[src/rtl/adpll_pkg.sv]
// Shared ADPLL definitions: DCO code width/reset value, loop FSM states and code field slices.
package adpll_pkg;
  localparam int CODE_W = 8;
  localparam logic [CODE_W-1:0] CODE_INIT = 8'h80;

  typedef enum logic [1:0] {IDLE, SETTLE, MEASURE, UPDATE} lock_state_t;

  function automatic logic [5:0] sel_cel(input logic [CODE_W-1:0] c);
    return c[7:2];
  endfunction

  function automatic logic [1:0] sel_buf(input logic [CODE_W-1:0] c);
    return c[1:0];
  endfunction
endpackage

[src/rtl/dco_freq_lock_ctrl_if.sv]
// Control/status bundle between a host and the DCO frequency-lock controller.
interface dco_freq_lock_ctrl_if #(parameter int CNT_W = 12);
  import adpll_pkg::*;

  logic              run;
  logic [CNT_W-1:0]  target_cnt;
  logic [CODE_W-1:0] code;
  logic              dco_enable;
  logic [CNT_W-1:0]  meas_cnt;
  logic              meas_valid;
  logic              locked;
  logic              busy;

  modport master (output run, target_cnt,
                  input  code, dco_enable, meas_cnt, meas_valid, locked, busy);
  modport slave  (input  run, target_cnt,
                  output code, dco_enable, meas_cnt, meas_valid, locked, busy);
endinterface

[src/rtl/dco_edge_sync.sv]
// Brings an asynchronous clock-like signal into the clk domain and emits a 1-cycle pulse per rising edge.
module dco_edge_sync (
  input  logic clk,
  input  logic rst,
  input  logic sig,
  output logic rise
);
  logic [2:0] sync;

  always_ff @(posedge clk or posedge rst) begin
    if (rst) sync <= '0;
    else     sync <= {sync[1:0], sig};
  end

  assign rise = sync[1] & ~sync[2];
endmodule

[src/rtl/dco_freq_lock_ctrl.sv]
// Frequency-acquisition loop: counts DCO edges per window and nudges the DCO code toward target_cnt.
// state   | meaning
// IDLE    | loop off, DCO disabled, code held
// SETTLE  | DCO settling after enable or code change, edges ignored
// MEASURE | counting DCO edges for WIN_CYCLES cycles
// UPDATE  | compare count with target, step code, update lock
module dco_freq_lock_ctrl
  import adpll_pkg::*;
#(
  parameter int WIN_CYCLES = 1024,
  parameter int CNT_W      = 12,
  parameter int SETTLE_CYC = 16,
  parameter int GAIN_SHIFT = 2,
  parameter int MAX_STEP   = 16,
  parameter int LOCK_TOL   = 2,
  parameter int LOCK_WINS  = 4
) (
  input  logic clk,
  input  logic rst,
  input  logic dco_clk,
  dco_freq_lock_ctrl_if.slave bus
);
  localparam int TMR_W  = $clog2(WIN_CYCLES > SETTLE_CYC ? WIN_CYCLES : SETTLE_CYC);
  localparam int IT_W   = $clog2(LOCK_WINS + 1);
  localparam int STEP_W = $clog2(MAX_STEP + 1);
  localparam int SUM_W  = CODE_W + 2;

  lock_state_t              state;
  logic [TMR_W-1:0]         tmr;
  logic [CNT_W-1:0]         edge_cnt, edge_cnt_nxt;
  logic [IT_W-1:0]          intol, intol_nxt;
  logic                     edge_rise;
  logic signed [CNT_W:0]    err;
  logic [CNT_W:0]           abs_err, shifted;
  logic                     in_tol, out_hyst, locked_nxt;
  logic [STEP_W-1:0]        step_mag;
  logic [SUM_W-1:0]         step_abs;
  logic signed [SUM_W-1:0]  code_sum;
  logic [CODE_W-1:0]        code_nxt;

  dco_edge_sync u_edge_sync (.clk(clk), .rst(rst), .sig(dco_clk), .rise(edge_rise));

  always_comb begin
    edge_cnt_nxt = edge_cnt;
    if (edge_rise && edge_cnt != '1) edge_cnt_nxt = edge_cnt + 1'b1;
  end

  always_comb begin
    err      = $signed({1'b0, bus.meas_cnt}) - $signed({1'b0, bus.target_cnt});
    abs_err  = err[CNT_W] ? $unsigned(-err) : $unsigned(err);
    shifted  = abs_err >> GAIN_SHIFT;
    in_tol   = abs_err <= (CNT_W+1)'(LOCK_TOL);
    out_hyst = abs_err > (CNT_W+1)'(2 * LOCK_TOL);

    if (in_tol)                               step_mag = '0;
    else if (shifted > (CNT_W+1)'(MAX_STEP))  step_mag = STEP_W'(MAX_STEP);
    else if (shifted == '0)                   step_mag = STEP_W'(1);
    else                                      step_mag = shifted[STEP_W-1:0];

    step_abs = SUM_W'(step_mag);
    code_sum = err[CNT_W] ? $signed({2'b00, bus.code}) - $signed(step_abs)
                          : $signed({2'b00, bus.code}) + $signed(step_abs);

    // Saturate rather than wrap so the DCO never jumps across its whole range.
    if (code_sum[SUM_W-1])      code_nxt = '0;
    else if (code_sum[SUM_W-2]) code_nxt = '1;
    else                        code_nxt = code_sum[CODE_W-1:0];

    if (!in_tol)                          intol_nxt = '0;
    else if (intol == IT_W'(LOCK_WINS))   intol_nxt = intol;
    else                                  intol_nxt = intol + 1'b1;

    if (intol_nxt == IT_W'(LOCK_WINS)) locked_nxt = 1'b1;
    else if (out_hyst)                 locked_nxt = 1'b0;
    else                               locked_nxt = bus.locked;
  end

  always_ff @(posedge clk or posedge rst) begin
    if (rst) begin
      state          <= IDLE;
      tmr            <= '0;
      edge_cnt       <= '0;
      intol          <= '0;
      bus.code       <= CODE_INIT;
      bus.dco_enable <= 1'b0;
      bus.meas_cnt   <= '0;
      bus.meas_valid <= 1'b0;
      bus.locked     <= 1'b0;
      bus.busy       <= 1'b0;
    end else begin
      bus.meas_valid <= 1'b0;
      if (state != IDLE && !bus.run) begin
        state          <= IDLE;
        bus.dco_enable <= 1'b0;
        bus.busy       <= 1'b0;
        bus.locked     <= 1'b0;
        intol          <= '0;
      end else begin
        case (state)
          IDLE: begin
            if (bus.run) begin
              state          <= SETTLE;
              tmr            <= TMR_W'(SETTLE_CYC - 1);
              bus.dco_enable <= 1'b1;
              bus.busy       <= 1'b1;
            end
          end
          SETTLE: begin
            edge_cnt <= '0;
            if (tmr == '0) begin
              state <= MEASURE;
              tmr   <= TMR_W'(WIN_CYCLES - 1);
            end else begin
              tmr <= tmr - 1'b1;
            end
          end
          MEASURE: begin
            edge_cnt <= edge_cnt_nxt;
            if (tmr == '0) begin
              state          <= UPDATE;
              bus.meas_cnt   <= edge_cnt_nxt;
              bus.meas_valid <= 1'b1;
            end else begin
              tmr <= tmr - 1'b1;
            end
          end
          UPDATE: begin
            bus.code   <= code_nxt;
            intol      <= intol_nxt;
            bus.locked <= locked_nxt;
            state      <= SETTLE;
            tmr        <= TMR_W'(SETTLE_CYC - 1);
          end
          default: state <= IDLE;
        endcase
      end
    end
  end
endmodule

[src/flat_wrapper.sv]
// flat-port wrapper written by rule: the top's interface ports become plain ports
module dco_freq_lock_ctrl_flat import adpll_pkg::*;
#(
  parameter int WIN_CYCLES = 1024,
  parameter int CNT_W      = 12,
  parameter int SETTLE_CYC = 16,
  parameter int GAIN_SHIFT = 2,
  parameter int MAX_STEP   = 16,
  parameter int LOCK_TOL   = 2,
  parameter int LOCK_WINS  = 4
)
  (clk, rst, dco_clk, bus_run, bus_target_cnt, bus_code, bus_dco_enable, bus_meas_cnt, bus_meas_valid, bus_locked, bus_busy);
  dco_freq_lock_ctrl_if #(.CNT_W(CNT_W)) bus_i ();
  input  logic clk;
  input  logic rst;
  input  logic dco_clk;
  input wire logic [$bits(bus_i.run)-1:0] bus_run;
  input wire logic [$bits(bus_i.target_cnt)-1:0] bus_target_cnt;
  output wire logic [$bits(bus_i.code)-1:0] bus_code;
  output wire logic [$bits(bus_i.dco_enable)-1:0] bus_dco_enable;
  output wire logic [$bits(bus_i.meas_cnt)-1:0] bus_meas_cnt;
  output wire logic [$bits(bus_i.meas_valid)-1:0] bus_meas_valid;
  output wire logic [$bits(bus_i.locked)-1:0] bus_locked;
  output wire logic [$bits(bus_i.busy)-1:0] bus_busy;
  assign bus_i.run = bus_run;
  assign bus_i.target_cnt = bus_target_cnt;
  assign bus_code = bus_i.code;
  assign bus_dco_enable = bus_i.dco_enable;
  assign bus_meas_cnt = bus_i.meas_cnt;
  assign bus_meas_valid = bus_i.meas_valid;
  assign bus_locked = bus_i.locked;
  assign bus_busy = bus_i.busy;
  dco_freq_lock_ctrl #(.WIN_CYCLES(WIN_CYCLES), .CNT_W(CNT_W), .SETTLE_CYC(SETTLE_CYC), .GAIN_SHIFT(GAIN_SHIFT), .MAX_STEP(MAX_STEP), .LOCK_TOL(LOCK_TOL), .LOCK_WINS(LOCK_WINS)) u_core (.clk(clk), .rst(rst), .dco_clk(dco_clk), .bus(bus_i));
endmodule
[config.mk]
export PLATFORM = sky130hd
export DESIGN_NAME = dco_freq_lock_ctrl_flat
export DESIGN_NICKNAME = d
export VERILOG_FILES = /design/src/rtl/adpll_pkg.sv /design/src/rtl/dco_freq_lock_ctrl_if.sv /design/src/rtl/dco_edge_sync.sv /design/src/rtl/dco_freq_lock_ctrl.sv /design/src/flat_wrapper.sv
export SDC_FILE = /design/constraint.sdc
export NUM_CORES = 1
export LEC_CHECK = 0
export CAP_MARGIN = 20
export CORE_UTILIZATION = 50
export CTS_CLUSTER_SIZE = 14
export DETAILED_ROUTE_END_ITERATION = 6
export DONT_BUFFER_PORTS = 1
export GPL_ROUTABILITY_DRIVEN = 0
export GPL_TIMING_DRIVEN = 1
export PLACE_DENSITY = 0.69
export REMOVE_ABC_BUFFERS = 1
export SETUP_SLACK_MARGIN = 0.4
export SYNTH_ARGS = -nofsm -noshare
export SYNTH_HDL_FRONTEND = slang
export SYNTH_SLANG_ARGS = --single-unit
[constraint.sdc]
create_clock -name clk -period 5.7 [get_ports clk]
set_input_delay 1.71 -clock clk [delete_from_list [all_inputs] [get_ports clk]]
set_output_delay 1.71 -clock clk [all_outputs]
set_load 0.005 [all_outputs]
==> metrics.txt, run 1 <==
status finished with violations; violated checks negative setup slack; Achievable Freq 174.1 MHz; total clock sinks 53; vias in the first global route 3805; row count 33; Reg clk slew, reported paths 0.10 ns; top cell type's share of synthesized area 0.3073; CP Max Fanout 7; CP arrival 5.95 ns; register area share after synthesis 0.3135; Clock Tree Root clkbuf_8; top-count cell post-synth nand2_1; Nets 639; fill count 672; Initial Utilization 0.5153; Vias/cell 5.760; max_slew headroom 0.5072; Period Utilization, post-route 1.008; DRC 0; Finished Cell Area 5354 sq um; min setup slack post-route -0.04291 ns; Synth Flop Type dfrtp_1; dpl ws -0.7748 ns; CTS tree yes; Clock Tree Buf Depth 2; Post-synth EDFFs 0; Synth Instances 513; P per Cell Area 522.0 nW/um^2; DP Cell Count 676; I/O Buffers 0; final cell count without fillers 693; Post-synth top cells 62 x nand2_1, 52 x dfrtp_1, 51 x nor2_1; Post-synth ARST share 1.000; first-pass GRT wire length 17210 microns; starting DRC count in detailed routing 163; Synth Register Bits 53; TritonRoute pass-1 iters 4; Pleak 2.314 nW; maximum number of pins on one net before global-route repair 54; area leader, netlist dfrtp_1; CTS buffer count 5; Hold Vio Cnt, Final 0; Die Y-Extent 94.02 microns; type of origin of the critical path input pin; total power draw 0.002795 W; # diodes 0; Syn Std Cell Area 4234 sq um; H-tree depth 2; Crit. End Element flop; worst hold path type flop to flop; synthesis-to-layout area growth 26.45%; Total GRT Usage 0.2437; Max Cap Violations 0; yosys warns 0; worst skew pair latency 0.31 ns; fraction of layout instances using a drive strength above 1 0.2619; final setup violation count 3; Data required, critical path 5.91 ns; antenna viol nets, final 0; Worst VDD drop 0.2360 mV; core area 8217 sq um; Final Skew 0.01320 ns; crit path kind input pin to flop; I/O pin cnt 40; RSZ-0062 raised after global routing true; shortest period the worst path allows 5.743 ns; worst-margin pin slew 0.7376 ns; Synth Area per Inst 8.254 sq um; post-synth cell types 65; global route overflow 0; initial antenna violation count 0; dpl hpwl 7590 microns; Hold Buf Count CTS 0; Die W 94.02 microns; via count 3992; DR WL/cell 15.03 microns; cells taking the most area after synthesis dfrtp_1 31%, ha_1 9.8%, nand2_1 5.5%; die area 8840 sq um; Detailed Route WL 10410 microns; DP Area 4842 sq um; number of max-slew violations in the final report 0
==> critical path, stage by stage <==
cell and delay [ns]:
ha_4 0.14, fa_2 0.36, xor2_2 0.21, buf_4 0.18, and3_1 0.20, or4_1 0.43, a211oi_2 0.34, o21ai_2 0.14
a2111oi_4 0.29, buf_4 0.19, ha_4 0.13, inv_2 0.04, fa_2 0.34, a21oi_2 0.14, o21bai_1 0.09, a2111o_1 0.41
nor3_2 0.20, buf_4 0.16, a31oi_2 0.03, o22a_1 0.21
==> state kept, by name, summed over array words and instances, names as in the netlist <==
register	cells
u_core.intol	3
u_core.u_edge_sync.sync	3
u_core.bus.meas_cnt	12
u_core.bus.dco_enable	1
u_core.bus.meas_valid	1
u_core.bus.code	8
u_core.edge_cnt	12
u_core.tmr	10
u_core.state	2
u_core.bus.locked	1
==> placed cells by master, fill, tap and decap left out, drive strengths merged, types with 5 or more instances in the layout <==
cell type	n
buf	80
inv	41
a22o	5
nand2	63
o211ai	7
o22a	6
o31ai	10
nand4	7
a21o	5
clkbuf	6
ha	33
a21oi	39
or3	11
mux2i	7
a31oi	5
dfrtp	52
or2	6
o21ai	32
nor2	51
xor2	15
nor3	13
nand3	15
xnor2	12
==> cells by family after synthesis <==
logic type                 share of synthesized area
AOI/OAI and AO/OA                             0.2400
xor gates and xnor gates                     0.05585
and+or+nand+nor                               0.2128
buffers and inverters                        0.04965
DFF                                           0.3135
adders and majority gates                     0.1117
muxes                                        0.01655
==> layout make-up <==
type / count / area [sq um] / area share
flip-flops and latches: 53 / 1328 / 0.2480
clock inverters: 2 / 35.03 / 0.006544
clock buffers: 6 / 72.57 / 0.01355
repair buffers: 80 / 611.8 / 0.1143
multi-input cells: 406 / 3014 / 0.5630
inverters: 41 / 161.4 / 0.03015
well taps: 105 / 131.4 / 0.02454
==> routing by layer <==
metal	up-vias	GRT usage	routed length, microns
li1	1995	-	-
met1	1919	0.3158	4784
met2	68	0.4300	5202
met3	10	0.03479	311
met4	0	0.05128	115
met5	-	0	0
==> worst paths after layout <==
kind                                             from                          to  slack [ns]  cells past startpoint
setup / recovery                    bus_target_cnt[0]          u_core.bus.code[5]       -0.04                     20
hold / removal             u_core.u_edge_sync.sync[0]  u_core.u_edge_sync.sync[1]        0.37                      0
max in group asynchronous                         rst          u_core.edge_cnt[8]        3.79                      2
setup reg to reg               u_core.bus.meas_cnt[1]          u_core.bus.code[5]        0.78                     20
min in group asynchronous                         rst          u_core.edge_cnt[9]        1.47                      2
hold reg to reg            u_core.u_edge_sync.sync[0]  u_core.u_edge_sync.sync[1]        0.37                      0
==> power breakdown <==
part / internal [W] / leakage (nW) / switching (W)
Combinational: 0.000925 / 1.61 / 0.00102
Clock: 0.000131 / 0.0552 / 0.000121
Sequential: 0.000468 / 0.645 / 0.000130
==> timing repair <==
action                                  4_1_cts  5_1_grt
pin swaps                                    13        5
endpoints found under the setup margin        8        8
buffers inserted                              6        3
cloned                                        0        0
resized for setup                            49       27
==> stage by stage <==
step	TNS (ns)	hold WS, ns	util
2_1_floorplan	-8.594	0.3312	-
3_3_place_gp	-4.563	0.3445	0.5893
3_5_place_dp	-5.568	0.3517	0.5893
4_1_cts	-0.0004765	0.3755	0.6332
5_1_grt	-1.626	0.3793	0.6516
6_report	-0.05431	0.3695	0.6516
Power figures use the tool's default switching activity.
==> run 2: changes to the inputs <==
==> constraint.sdc (replaced) <==
create_clock -name clk -period 6.1 [get_ports clk]
set_input_delay 1.83 -clock clk [delete_from_list [all_inputs] [get_ports clk]]
set_output_delay 1.83 -clock clk [all_outputs]
set_load 0.005 [all_outputs]
==> run 2 against run 1 <==
The flow now finishes without violations. Wire length up 3.5%. Clock skew down 0.0042 ns. Critical path depth unchanged. Utilization about the same. Setup slack better by 0.23 ns. Critical endpoint is now u_core.bus.code[4]. Highest routed layer unchanged.
==> metrics.txt, run 2 (synthesis results as in run 1) <==
CTS buffer count 5 (unchanged); status completed; reg2reg start u_core.bus.meas_cnt[1]; Data required, critical path 6.31 ns (+0.40 ns); hold_sp u_core.u_edge_sync.sync[0]; shortest period the worst path allows 5.911 ns; max_slew headroom 0.4760 (-0.03129); Pleak 2.284 nW (-1.3%); Crit-path slowest cell or4_1; CP Buf/Inv Count 3 (-1); worst skew pair latency 0.31 ns (about the same); DP Area 4730 sq um (-2.3%); fill count 684 (+1.8%); Crit. End Element flop; worst-margin pin slew 0.7845 ns (+0.04684 ns); global route overflow 0 (unchanged); Die Y-Extent 94.02 microns (unchanged); type of origin of the critical path input pin; min setup slack post-route 0.1895 ns (+0.2324 ns); Detailed Route WL 10780 microns (+3.5%); total clock sinks 53 (unchanged); via count 4015 (+0.58%); DRC 0 (unchanged); initial antenna violation count 0 (unchanged); commonest non-fill, non-tap cell in the layout buf_4; crit-path leading delay family compound AO/OA/AOI/OAI gates; maximum number of pins on one net before global-route repair 54 (unchanged); vias in the first global route 3912 (+2.8%); dpl ws -0.5169 ns (+0.2579 ns); Max Cap Violations 0 (unchanged); row count 33 (unchanged); most frequent cells in the layout 69 x buf_4, 58 x nand2_1, 52 x dfrtp_1, 50 x nor2_1, 35 x inv_1; Total GRT Usage 0.2519 (+0.008253); starting DRC count in detailed routing 233 (+43%); H-tree depth 2 (unchanged); I/O Buffers 0 (unchanged); Finished Cell Area 5358 sq um (about the same); DR WL/cell 15.76 microns (+4.9%); fraction of layout instances using a drive strength above 1 0.2522 (-0.009746); Crit path depth 20 (unchanged); CTS tree yes; Reg clk slew, reported paths 0.10 ns (about the same); first-pass GRT wire length 17730 microns (+3.1%); Die W 94.02 microns (unchanged); Worst Setup SP bus_target_cnt[0]; RSZ-0062 raised after global routing true; Hold Buf Count CTS 0 (unchanged); crit-path cells ha_4, fa_2, nand2b_4, a21oi_4, xor2_4, or4_1, a211oi_2, o21ai_2, a2111oi_4, buf_4, ha_4, inv_2, fa_2, a21oi_2, o21bai_1, a2111o_1, nor3_2, buf_4, nor2_4, a22o_1; Nets 630 (-1.4%); Initial Utilization 0.5153 (unchanged); number of max-slew violations in the final report 0 (unchanged); # diodes 0 (unchanged); crit path kind input pin to flop; post-layout util 0.6520 (about the same); Final Skew 0.009025 ns (-0.004174 ns); core area 8217 sq um (unchanged); dpl hpwl 7572 microns (-0.23%); worst hold path type flop to flop; TritonRoute pass-1 iters 4 (unchanged); Worst VDD drop 0.2085 mV (-12%); die area 8840 sq um (unchanged); Clock Tree Root clkbuf_8; Period Utilization, post-route 0.9689; final setup violation count 0 (-3); hold path depth 0 (unchanged); Achievable Freq 169.2 MHz; top flop regs u_core.bus.meas_cnt: 12 flops, u_core.edge_cnt: 12 flops, u_core.tmr: 10 flops; biggest cell delay along the critical path 0.50 ns (+0.07 ns); R2R cell count 20 (unchanged); CP arrival 6.12 ns (+0.17 ns); I/O pin cnt 40 (unchanged); P per Cell Area 489.7 nW/um^2 (-6.2%); CP Max Fanout 4 (-3); Clock Tree Buf Depth 2 (unchanged); synthesis-to-layout area growth 26.54% (about the same); antenna viol nets, final 0 (unchanged); Hold Vio Cnt, Final 0 (unchanged); Vias/cell 5.870 (+1.9%)
[run 2: cell count changes in the layout (fill, tap and decap cells not counted), moves of 2 or more]
cell,change
a21oi_1,+2
buf_4,-8
xor2_2,-2
a21oi_2,-2
xor2_4,+2
[run 2: stage by stage]
step	TNS, ns	instances	power [W]	hold WS, ns
finish	0	684	0.002624	0.3694
global route	-0.07055	684	0.002831	0.3788
floorplan	-6.354	500	0.001497	0.3312
detailed placement	-3.637	661	0.002040	0.3433
CTS	0	679	0.002509	0.3759
global placement	-2.257	661	0.001994	0.3438
[run 2: final cells by class]
type	count	area (sq um)	area share
flip-flops and latches	53	1328	0.2478
clock inverters	2	37.54	0.007006
well taps	105	131.4	0.02452
clock buffers	6	82.58	0.01541
repair buffers	71	540.5	0.1009
multi-input cells	406	3074	0.5738
inverters	41	163.9	0.03059
[run 2: path summary, 6_finish.rpt]
| path | slack [ns] | endpoint |
|---|---|---|
| hold / removal | 0.37 | u_core.u_edge_sync.sync[1] |
| setup / recovery | 0.19 | u_core.bus.code[4] |
| min in group asynchronous | 1.59 | u_core.bus.meas_valid |
| setup reg to reg | 1.14 | u_core.bus.code[4] |
| hold reg to reg | 0.37 | u_core.u_edge_sync.sync[1] |
| max in group asynchronous | 4.06 | u_core.tmr[7] |
[run 2: worst register-to-register path: stages, from the launching register on]
cell and delay, ns:
dfrtp_1 0.52, inv_1 0.12, fa_2 0.46, nand2b_4 0.19, a21oi_4 0.19, xor2_4 0.12, or4_1 0.50, a211oi_2 0.37
o21ai_2 0.15, a2111oi_4 0.31, buf_4 0.19, ha_4 0.12, inv_2 0.04, fa_2 0.34, a21oi_2 0.13, o21bai_1 0.09
a2111o_1 0.41, nor3_2 0.17, buf_4 0.16, nor2_4 0.05, a22o_1 0.21
[run 2: per-layer routing]
metal	global-route usage	share of wire	wire (microns)
met1	0.3117	0.45	4844
met2	0.4471	0.50	5389
met3	0.04126	0.033	361
met4	0.07564	0.017	184
met5	0	0	0
[run 2: what timing repair did]
item	4_1_cts	5_1_grt
setup endpoints to repair	8	8
setup buffers	10	5
pin swaps	14	11
gates resized for setup	65	16
[run 2: where the power goes]
| group | internal [W] | total [W] | switching (W) |
|---|---|---|---|
| Combinational | 0.000834 | 0.00181 | 0.000976 |
| Clock | 0.000134 | 0.000253 | 0.000119 |
| Sequential | 0.000437 | 0.000561 | 0.000123 |
